**config.mk**
```make
export PLATFORM = sky130hd
export DESIGN_NAME = exe_muldiv_seq
export DESIGN_NICKNAME = d
export VERILOG_FILES = /design/src/rtl/exe_muldiv_pkg.sv /design/src/rtl/muldiv_div_core.sv /design/src/rtl/exe_muldiv_seq.sv
export SDC_FILE = /design/constraint.sdc
export NUM_CORES = 2
export LEC_CHECK = 0
export ABC_AREA = 0
export CAP_MARGIN = 40
export CORE_AREA = 2 2 363 365
export CTS_BUF_LIST = sky130_fd_sc_hd__clkbuf_4 sky130_fd_sc_hd__clkbuf_8
export DETAILED_ROUTE_END_ITERATION = 16
export DIE_AREA = 0 0 365 367
export GPL_ROUTABILITY_DRIVEN = 0
export PLACE_DENSITY = 0.64
export SLEW_MARGIN = 10
export SYNTH_ARGS = -nofsm -noshare
export SYNTH_HDL_FRONTEND = slang
export SYNTH_SLANG_ARGS = --single-unit
```
**constraint.sdc**
```tcl
create_clock -name clk -period 25 [get_ports clk]
set_clock_uncertainty 0.1 [all_clocks]
set_input_delay 6.25 -clock clk [delete_from_list [all_inputs] [get_ports clk]]
set_output_delay 6.25 -clock clk [all_outputs]
set_load 0.02 [all_outputs]
```
**src/rtl/exe_muldiv_pkg.sv**
```systemverilog
// Shared encodings and helpers for the sequential M-extension unit.
package exe_muldiv_pkg;

  typedef logic [2:0] op_t;
  typedef logic [2:0] state_t;

  // Operation codes
  localparam op_t OP_MUL    = 3'd0;
  localparam op_t OP_MULH   = 3'd1;
  localparam op_t OP_MULHSU = 3'd2;
  localparam op_t OP_MULHU  = 3'd3;
  localparam op_t OP_DIV    = 3'd4;
  localparam op_t OP_DIVU   = 3'd5;
  localparam op_t OP_REM    = 3'd6;
  localparam op_t OP_REMU   = 3'd7;

  // FSM state encoding
  localparam state_t ST_IDLE = 3'd0;
  localparam state_t ST_MUL  = 3'd1;
  localparam state_t ST_DIV  = 3'd2;
  localparam state_t ST_FIX  = 3'd3;
  localparam state_t ST_DONE = 3'd4;

  // Divide and remainder ops share op[2]=1
  function automatic logic is_div(input op_t op);
    return op[2];
  endfunction

  // Remainder ops return the remainder instead of the quotient
  function automatic logic is_rem(input op_t op);
    return op[2] & op[1];
  endfunction

  // DIV and REM treat operands as two's complement
  function automatic logic is_signed_div(input op_t op);
    return op[2] & ~op[0];
  endfunction

endpackage

```
**src/rtl/muldiv_div_core.sv**
```systemverilog
// Iterative restoring radix-2 divider on unsigned magnitudes.
// One quotient bit per step; last_o flags the final step.
module muldiv_div_core
  import exe_muldiv_pkg::*;
#(
  parameter int XLEN  = 32,
  parameter int CNT_W = $clog2(XLEN) + 1
) (
  input  logic            clk,
  input  logic            reset,
  input  logic            load_i,
  input  logic            step_i,
  input  logic [XLEN-1:0] dividend_i,
  input  logic [XLEN-1:0] divisor_i,
  output logic [XLEN-1:0] quot_o,
  output logic [XLEN-1:0] rem_o,
  output logic            last_o
);

  logic [XLEN:0]      rem_q, rem_d;
  logic [XLEN-1:0]    quot_q, quot_d;
  logic [XLEN-1:0]    div_q, div_d;
  logic [CNT_W-1:0]   cnt_q, cnt_d;
  logic [XLEN:0]      shifted;
  logic [XLEN+1:0]    diff;

  // Trial subtraction; one extra bit so the sign of the difference is unambiguous
  always_comb begin
    // NOTE: every signal driven here gets a default first, so no path leaves it unassigned and no latch is inferred.
    shifted = {rem_q[XLEN-1:0], quot_q[XLEN-1]};
    diff    = {1'b0, shifted} - {2'b00, div_q};
    rem_d   = rem_q;
    quot_d  = quot_q;
    div_d   = div_q;
    cnt_d   = cnt_q;
    if (load_i) begin
      rem_d  = '0;
      quot_d = dividend_i;
      div_d  = divisor_i;
      cnt_d  = CNT_W'(XLEN - 1);
    end else if (step_i) begin
      if (!diff[XLEN+1]) begin
        rem_d  = diff[XLEN:0];
        quot_d = {quot_q[XLEN-2:0], 1'b1};
      end else begin
        rem_d  = shifted;
        quot_d = {quot_q[XLEN-2:0], 1'b0};
      end
      if (cnt_q != '0) cnt_d = cnt_q - 1'b1;
    end
  end

  // Divider state registers
  always_ff @(posedge clk) begin
    // NOTE: state registers use non-blocking assignment so every flop samples pre-edge values.
    if (reset) begin
      rem_q  <= '0;
      quot_q <= '0;
      div_q  <= '0;
      cnt_q  <= '0;
    end else begin
      rem_q  <= rem_d;
      quot_q <= quot_d;
      div_q  <= div_d;
      cnt_q  <= cnt_d;
    end
  end

  assign quot_o = quot_q;
  assign rem_o  = rem_q[XLEN-1:0];
  assign last_o = (cnt_q == '0);

endmodule

```
**src/rtl/exe_muldiv_seq.sv**
```systemverilog
// Self-sequencing multi-cycle multiply/divide unit for the EXE stage.
// Owns its FSM, a multicycle multiply path, the divider core, sign fix-up
// and the result hold under downstream stall.
module exe_muldiv_seq
  import exe_muldiv_pkg::*;
#(
  parameter int XLEN        = 32,
  parameter int MUL_LATENCY = 2,
  parameter int CNT_W       = $clog2(XLEN) + 1
) (
  input  logic            clk,
  input  logic            reset,
  input  logic            flush_i,
  input  logic            start_i,
  input  logic [2:0]      op_i,
  input  logic [XLEN-1:0] a_i,
  input  logic [XLEN-1:0] b_i,
  input  logic [4:0]      rd_idx_i,
  input  logic            st_i,
  output logic            busy_o,
  output logic            stall_o,
  output logic            done_o,
  output logic [XLEN-1:0] result_o,
  output logic [4:0]      rd_idx_o
);

  localparam int MCNT_INIT = (MUL_LATENCY > 1) ? MUL_LATENCY - 2 : 0;
  localparam logic [XLEN-1:0] INT_MIN = {1'b1, {(XLEN-1){1'b0}}};

  state_t          state_q, state_d;
  op_t             op_q, op_d;
  logic [XLEN-1:0] opa_q, opa_d, opb_q, opb_d;
  logic [4:0]      rd_q, rd_d;
  logic [XLEN-1:0] result_q, result_d;
  logic            negq_q, negq_d, negr_q, negr_d;
  logic [1:0]      mcnt_q, mcnt_d;

  logic            accept;
  logic            div_load, div_step, div_last;
  logic [XLEN-1:0] div_quot, div_rem;

  // Multiply path: operands come straight from the inputs in IDLE (single-cycle case)
  // and from the latched copies afterwards; the product is a multicycle path.
  op_t               mul_op;
  logic [XLEN-1:0]   mul_a, mul_b;
  logic              mul_sa, mul_sb;
  logic [2*XLEN-1:0] mul_ea, mul_eb, mul_prod;
  logic [XLEN-1:0]   mul_res;

  // Divide preparation on the incoming operands
  logic            a_neg, b_neg, div_zero, div_ovf;
  logic [XLEN-1:0] a_mag, b_mag, spec_res;
  logic [XLEN-1:0] fix_quot, fix_rem, fix_res;

  assign accept = (state_q == ST_IDLE) & start_i & ~flush_i;

  // Sign-extend operands to 2*XLEN and take the low 2*XLEN bits of the product
  always_comb begin
    mul_op   = (state_q == ST_IDLE) ? op_i : op_q;
    mul_a    = (state_q == ST_IDLE) ? a_i  : opa_q;
    mul_b    = (state_q == ST_IDLE) ? b_i  : opb_q;
    mul_sa   = (mul_op != OP_MULHU);
    mul_sb   = (mul_op == OP_MUL) || (mul_op == OP_MULH);
    mul_ea   = {{XLEN{mul_sa & mul_a[XLEN-1]}}, mul_a};
    mul_eb   = {{XLEN{mul_sb & mul_b[XLEN-1]}}, mul_b};
    mul_prod = mul_ea * mul_eb;
    mul_res  = (mul_op == OP_MUL) ? mul_prod[XLEN-1:0] : mul_prod[2*XLEN-1:XLEN];
  end

  // Magnitudes, sign flags and the two special-case results
  always_comb begin
    a_neg    = is_signed_div(op_i) & a_i[XLEN-1];
    b_neg    = is_signed_div(op_i) & b_i[XLEN-1];
    a_mag    = a_neg ? (~a_i + 1'b1) : a_i;
    b_mag    = b_neg ? (~b_i + 1'b1) : b_i;
    div_zero = (b_i == '0);
    div_ovf  = is_signed_div(op_i) && (a_i == INT_MIN) && (b_i == '1);
    if (div_zero) spec_res = is_rem(op_i) ? a_i : '1;
    else          spec_res = is_rem(op_i) ? '0  : a_i;
  end

  // Sign fix-up of the magnitude quotient/remainder
  always_comb begin
    fix_quot = negq_q ? (~div_quot + 1'b1) : div_quot;
    fix_rem  = negr_q ? (~div_rem + 1'b1)  : div_rem;
    fix_res  = is_rem(op_q) ? fix_rem : fix_quot;
  end

  // FSM next-state and result capture; flush wins over everything
  always_comb begin
    state_d  = state_q;
    op_d     = op_q;
    opa_d    = opa_q;
    opb_d    = opb_q;
    rd_d     = rd_q;
    result_d = result_q;
    negq_d   = negq_q;
    negr_d   = negr_q;
    mcnt_d   = mcnt_q;
    div_load = 1'b0;
    div_step = 1'b0;
    if (flush_i) begin
      state_d = ST_IDLE;
    end else begin
      case (state_q)
        ST_IDLE: begin
          if (start_i) begin
            op_d   = op_i;
            opa_d  = a_i;
            opb_d  = b_i;
            rd_d   = rd_idx_i;
            negq_d = a_neg ^ b_neg;
            negr_d = a_neg;
            if (!is_div(op_i)) begin
              if (MUL_LATENCY == 1) begin
                state_d  = ST_DONE;
                result_d = mul_res;
              end else begin
                state_d = ST_MUL;
                mcnt_d  = 2'(MCNT_INIT);
              end
            end else if (div_zero || div_ovf) begin
              state_d  = ST_DONE;
              result_d = spec_res;
            end else begin
              state_d  = ST_DIV;
              div_load = 1'b1;
            end
          end
        end
        ST_MUL: begin
          if (mcnt_q == '0) begin
            state_d  = ST_DONE;
            result_d = mul_res;
          end else begin
            mcnt_d = mcnt_q - 1'b1;
          end
        end
        ST_DIV: begin
          div_step = 1'b1;
          if (div_last) state_d = ST_FIX;
        end
        ST_FIX: begin
          state_d  = ST_DONE;
          result_d = fix_res;
        end
        ST_DONE: begin
          if (!st_i) state_d = ST_IDLE;
        end
        default: state_d = ST_IDLE;
      endcase
    end
  end

  // Control and datapath registers with synchronous reset
  always_ff @(posedge clk) begin
    if (reset) begin
      state_q  <= ST_IDLE;
      op_q     <= OP_MUL;
      opa_q    <= '0;
      opb_q    <= '0;
      rd_q     <= '0;
      result_q <= '0;
      negq_q   <= 1'b0;
      negr_q   <= 1'b0;
      mcnt_q   <= '0;
    end else begin
      state_q  <= state_d;
      op_q     <= op_d;
      opa_q    <= opa_d;
      opb_q    <= opb_d;
      rd_q     <= rd_d;
      result_q <= result_d;
      negq_q   <= negq_d;
      negr_q   <= negr_d;
      mcnt_q   <= mcnt_d;
    end
  end

  muldiv_div_core #(
    .XLEN  (XLEN),
    .CNT_W (CNT_W)
  ) u_div (
    .clk        (clk),
    .reset      (reset),
    .load_i     (div_load),
    .step_i     (div_step),
    .dividend_i (a_mag),
    .divisor_i  (b_mag),
    .quot_o     (div_quot),
    .rem_o      (div_rem),
    .last_o     (div_last)
  );

  assign busy_o   = (state_q == ST_MUL) || (state_q == ST_DIV) || (state_q == ST_FIX);
  assign stall_o  = busy_o | accept;
  assign done_o   = (state_q == ST_DONE);
  assign result_o = result_q;
  assign rd_idx_o = rd_q;

endmodule

```
==> results.json <==
{
  "setup_viol_count_final": 0,
  "synth-edff-count": 0,
  "worst_ep_required_time_ns": 25.47,
  "worst-path-buf-inv": 5,
  "detailroute.via_count": 44600,
  "cap_viol_max_count": 0,
  "yosysWarningCount": 0,
  "worst_path_max_delay_cell": "sky130_fd_sc_hd__o211a_1",
  "antenna_left": 0,
  "crit_path_max_incr_delay_ns": 0.83,
  "postCtsHoldBufs": 0,
  "cts.root.buffer_cell": "sky130_fd_sc_hd__clkbuf_8",
  "die_x_um": 365,
  "drt_via_density": 5.60,
  "setup.worst_path.end_class": "flop",
  "numClockSinks": 213,
  "outcome": "finished clean",
  "syn_avg_cell_area_sq_um": 8.30,
  "grt_antenna_before_repair": 5,
  "syn_to_final_growth_pct": 8.51,
  "top_delay_family_on_crit_path": "adder cells",
  "yosys_register_bits": 213,
  "final_nets": 7631,
  "floorplan.initialDensity": 0.397,
  "number_of_global_route_vias_before_repair": 45200,
  "synthesized_net_count": 7699,
  "topRoutingLayerUsed": "met5",
  "cts-buffers-inserted": 40,
  "cts.clk_slew.worst_paths_ns": 0.06,
  "final_std_cell_area_no_fill_sq_mm": 0.0563,
  "mapped_cell_area_sq_mm": 0.0518,
  "synth-async-reset-ratio": 0,
  "wl_met2_mm": 79.0,
  "timing.final.max_slew_violations": 0,
  "routed_wirelength_mm": 185,
  "syn_inst": 6245,
  "r2r_cells": 29,
  "fp.coreArea_sq_mm": 0.130,
  "final.fill_count": 12800,
  "dp_cells": 7889,
  "cts-resized-gates": 0,
  "drt_iter0_drc": 4846,
  "drt_pass1_iterations": 7,
  "timing.critical_path.fanout_max": 27,
  "grt.total_usage": 0.277,
  "gr_overflow_total": 0,
  "dp.final_hpwl_mm": 146,
  "holdCritPathClass": "flop to flop",
  "timing.final.hold_violations": 0,
  "synth-seq-area-share": 0.0823,
  "worstPathArrival_ns": 16.52,
  "layout_worst_path_cycle_share": 0.642,
  "rsz0062_at_grt": "false",
  "avgRoutedWirePerCell_um": 23.2,
  "critical_path_class": "input port to flop",
  "worst_pin_slew_ns": 0.967,
  "final.setup.tns_ns": 0,
  "start_kind": "input port",
  "post_cts_buffers": 0,
  "cp_num_cells": 25,
  "postSynth.topFlopCell": "sky130_fd_sc_hd__dfxtp_1",
  "clockBufferDepth": 3,
  "wl_met3_mm": 21.7,
  "clock_latency_ns": 0.62,
  "grt_max_degree": 110,
  "design.portCount": 117,
  "holdPathStages": 2,
  "cts_htree_levels": 2,
  "timing.critical_path.mode_cell": "sky130_fd_sc_hd__fa_1",
  "io_buffer_count": 116,
  "final_common_cell": "sky130_fd_sc_hd__nand2_1",
  "met1Wirelength_mm": 74.2,
  "detail_route.drc_violations": 0,
  "maxClockFrequency_ghz": 0.0623,
  "first_pass_grt_wire_length_mm": 281,
  "most_used_cells_in_the_layout_excluding_fill_and_tap_cells": "sky130_fd_sc_hd__nand2_1, sky130_fd_sc_hd__inv_1, sky130_fd_sc_hd__fa_1",
  "die-area_sq_mm": 0.134,
  "relative_max_transition_margin": 0.347,
  "instances_no_fill": 7962,
  "synth_cell_types": 88,
  "min_period_ns": 16.05,
  "share_of_final_layout_standard_cells_stronger_than_drive_strength_1": 0.0509,
  "row_count": 133,
  "detailed_place.area_sq_mm": 0.0554,
  "vert_die_dim_um": 367,
  "cts_tree": "done"
}
==> kinds of logic after synthesis <==
kind of cell             after synthesis  share of synthesized area
AO/OA/AOI/OAI                        796                     0.0981
XOR/XNOR                             213                     0.0360
adder cells (fa/ha/maj)             1377                      0.495
buffers and inverters               1507                      0.110
flip-flops                           213                     0.0823
multiplexers                          58                     0.0113
AND/OR/NAND/NOR                     2081                      0.167
==> area by class of cell <==
class,instances,area [sq um],share of cell area
clock buffer,62,797,0.0142
timing repair buffer,261,2530,0.0450
clock inverter,8,52.6,0.000934
tap,1755,2200,0.0390
multi-input combinational,4525,42100,0.749
antenna,2,5.00,0.0000890
sequential,213,4260,0.0758
inverter,1136,4260,0.0758
==> metrics by stage <==
step	util	hold WS, ns	worst slack [ns]
after CTS	0.431	0.356	9.16
final	0.431	0.356	8.95
after floorplan	-	0.332	10.57
after global placement	0.421	0.342	8.70
after global routing	0.431	0.377	8.62
after detailed placement	0.424	0.347	8.50
==> Yosys cell counts, drive strengths merged (7+ instances only) <==
cell type / n / area share
inv: 1135 / 0.082
a21o: 50 / 0.0072
or4: 20 / 0.0030
a311oi: 11 / 0.0019
a211oi: 54 / 0.0078
o21bai: 10 / 0.0014
or2: 16 / 0.0019
a22oi: 33 / 0.0048
nand2: 1241 / 0.090
nor2: 491 / 0.036
dfxtp: 213 / 0.082
nand2b: 24 / 0.0030
nand4: 35 / 0.0042
and3: 19 / 0.0023
o31ai: 33 / 0.0050
fa: 1126 / 0.43
nand3: 41 / 0.0040
mux2i: 55 / 0.011
nor3: 63 / 0.0063
nor4: 21 / 0.0028
a31oi: 41 / 0.0049
or3: 22 / 0.0027
o22ai: 17 / 0.0022
o221ai: 10 / 0.0017
buf: 30 / 0.0026
a21oi: 284 / 0.027
and2: 52 / 0.0063
xnor2: 121 / 0.020
o21a: 21 / 0.0030
nor2b: 16 / 0.0019
o21ai: 129 / 0.012
clkbuf: 341 / 0.025
a221oi: 11 / 0.0021
o41ai: 20 / 0.0038
a41oi: 7 / 0.0012
xor2: 92 / 0.016
o211ai: 21 / 0.0030
ha: 251 / 0.061
==> registers in the layout (all words and copies together), names as in the netlist, 2 cells and up <==
signal and flops:
mcnt_q 2, op_q 3, opa_q 32, opb_q 32, rd_idx_o 5, result_o 32
state_q 3, u_div.cnt_q 6, u_div.div_q 32, u_div.quot_o 32, u_div.rem_q 32
==> path summary, 6_finish.rpt <==
check | slack (ns) | start | end
setup / recovery | 8.95 | a_i[31] | result_o[29]
hold reg to reg | 0.36 | opb_q[23] | opb_q[23]
hold / removal | 0.36 | opb_q[23] | opb_q[23]
setup reg to reg | 13.70 | state_q[2] | result_o[31]
==> metal layers <==
metal | global-route usage | up-vias
li1 | - | 19000
met1 | 0.382 | 22500
met2 | 0.413 | 2559
met3 | 0.0678 | 503
met4 | 0.121 | 6
met5 | 0 | -
==> worst reg2reg max path, delay by kind of cell (launching register included) <==
kind | cells | cell delay [ns]
and+or+nand+nor | 7 | 2.33
DFF | 1 | 0.92
AOI/OAI and AO/OA | 6 | 1.58
adders and majority gates | 9 | 4.30
buffers and inverters | 7 | 1.99
Power is not shown: default switching activity piles up to over one toggle a cycle in this logic, so the estimate is an artifact.
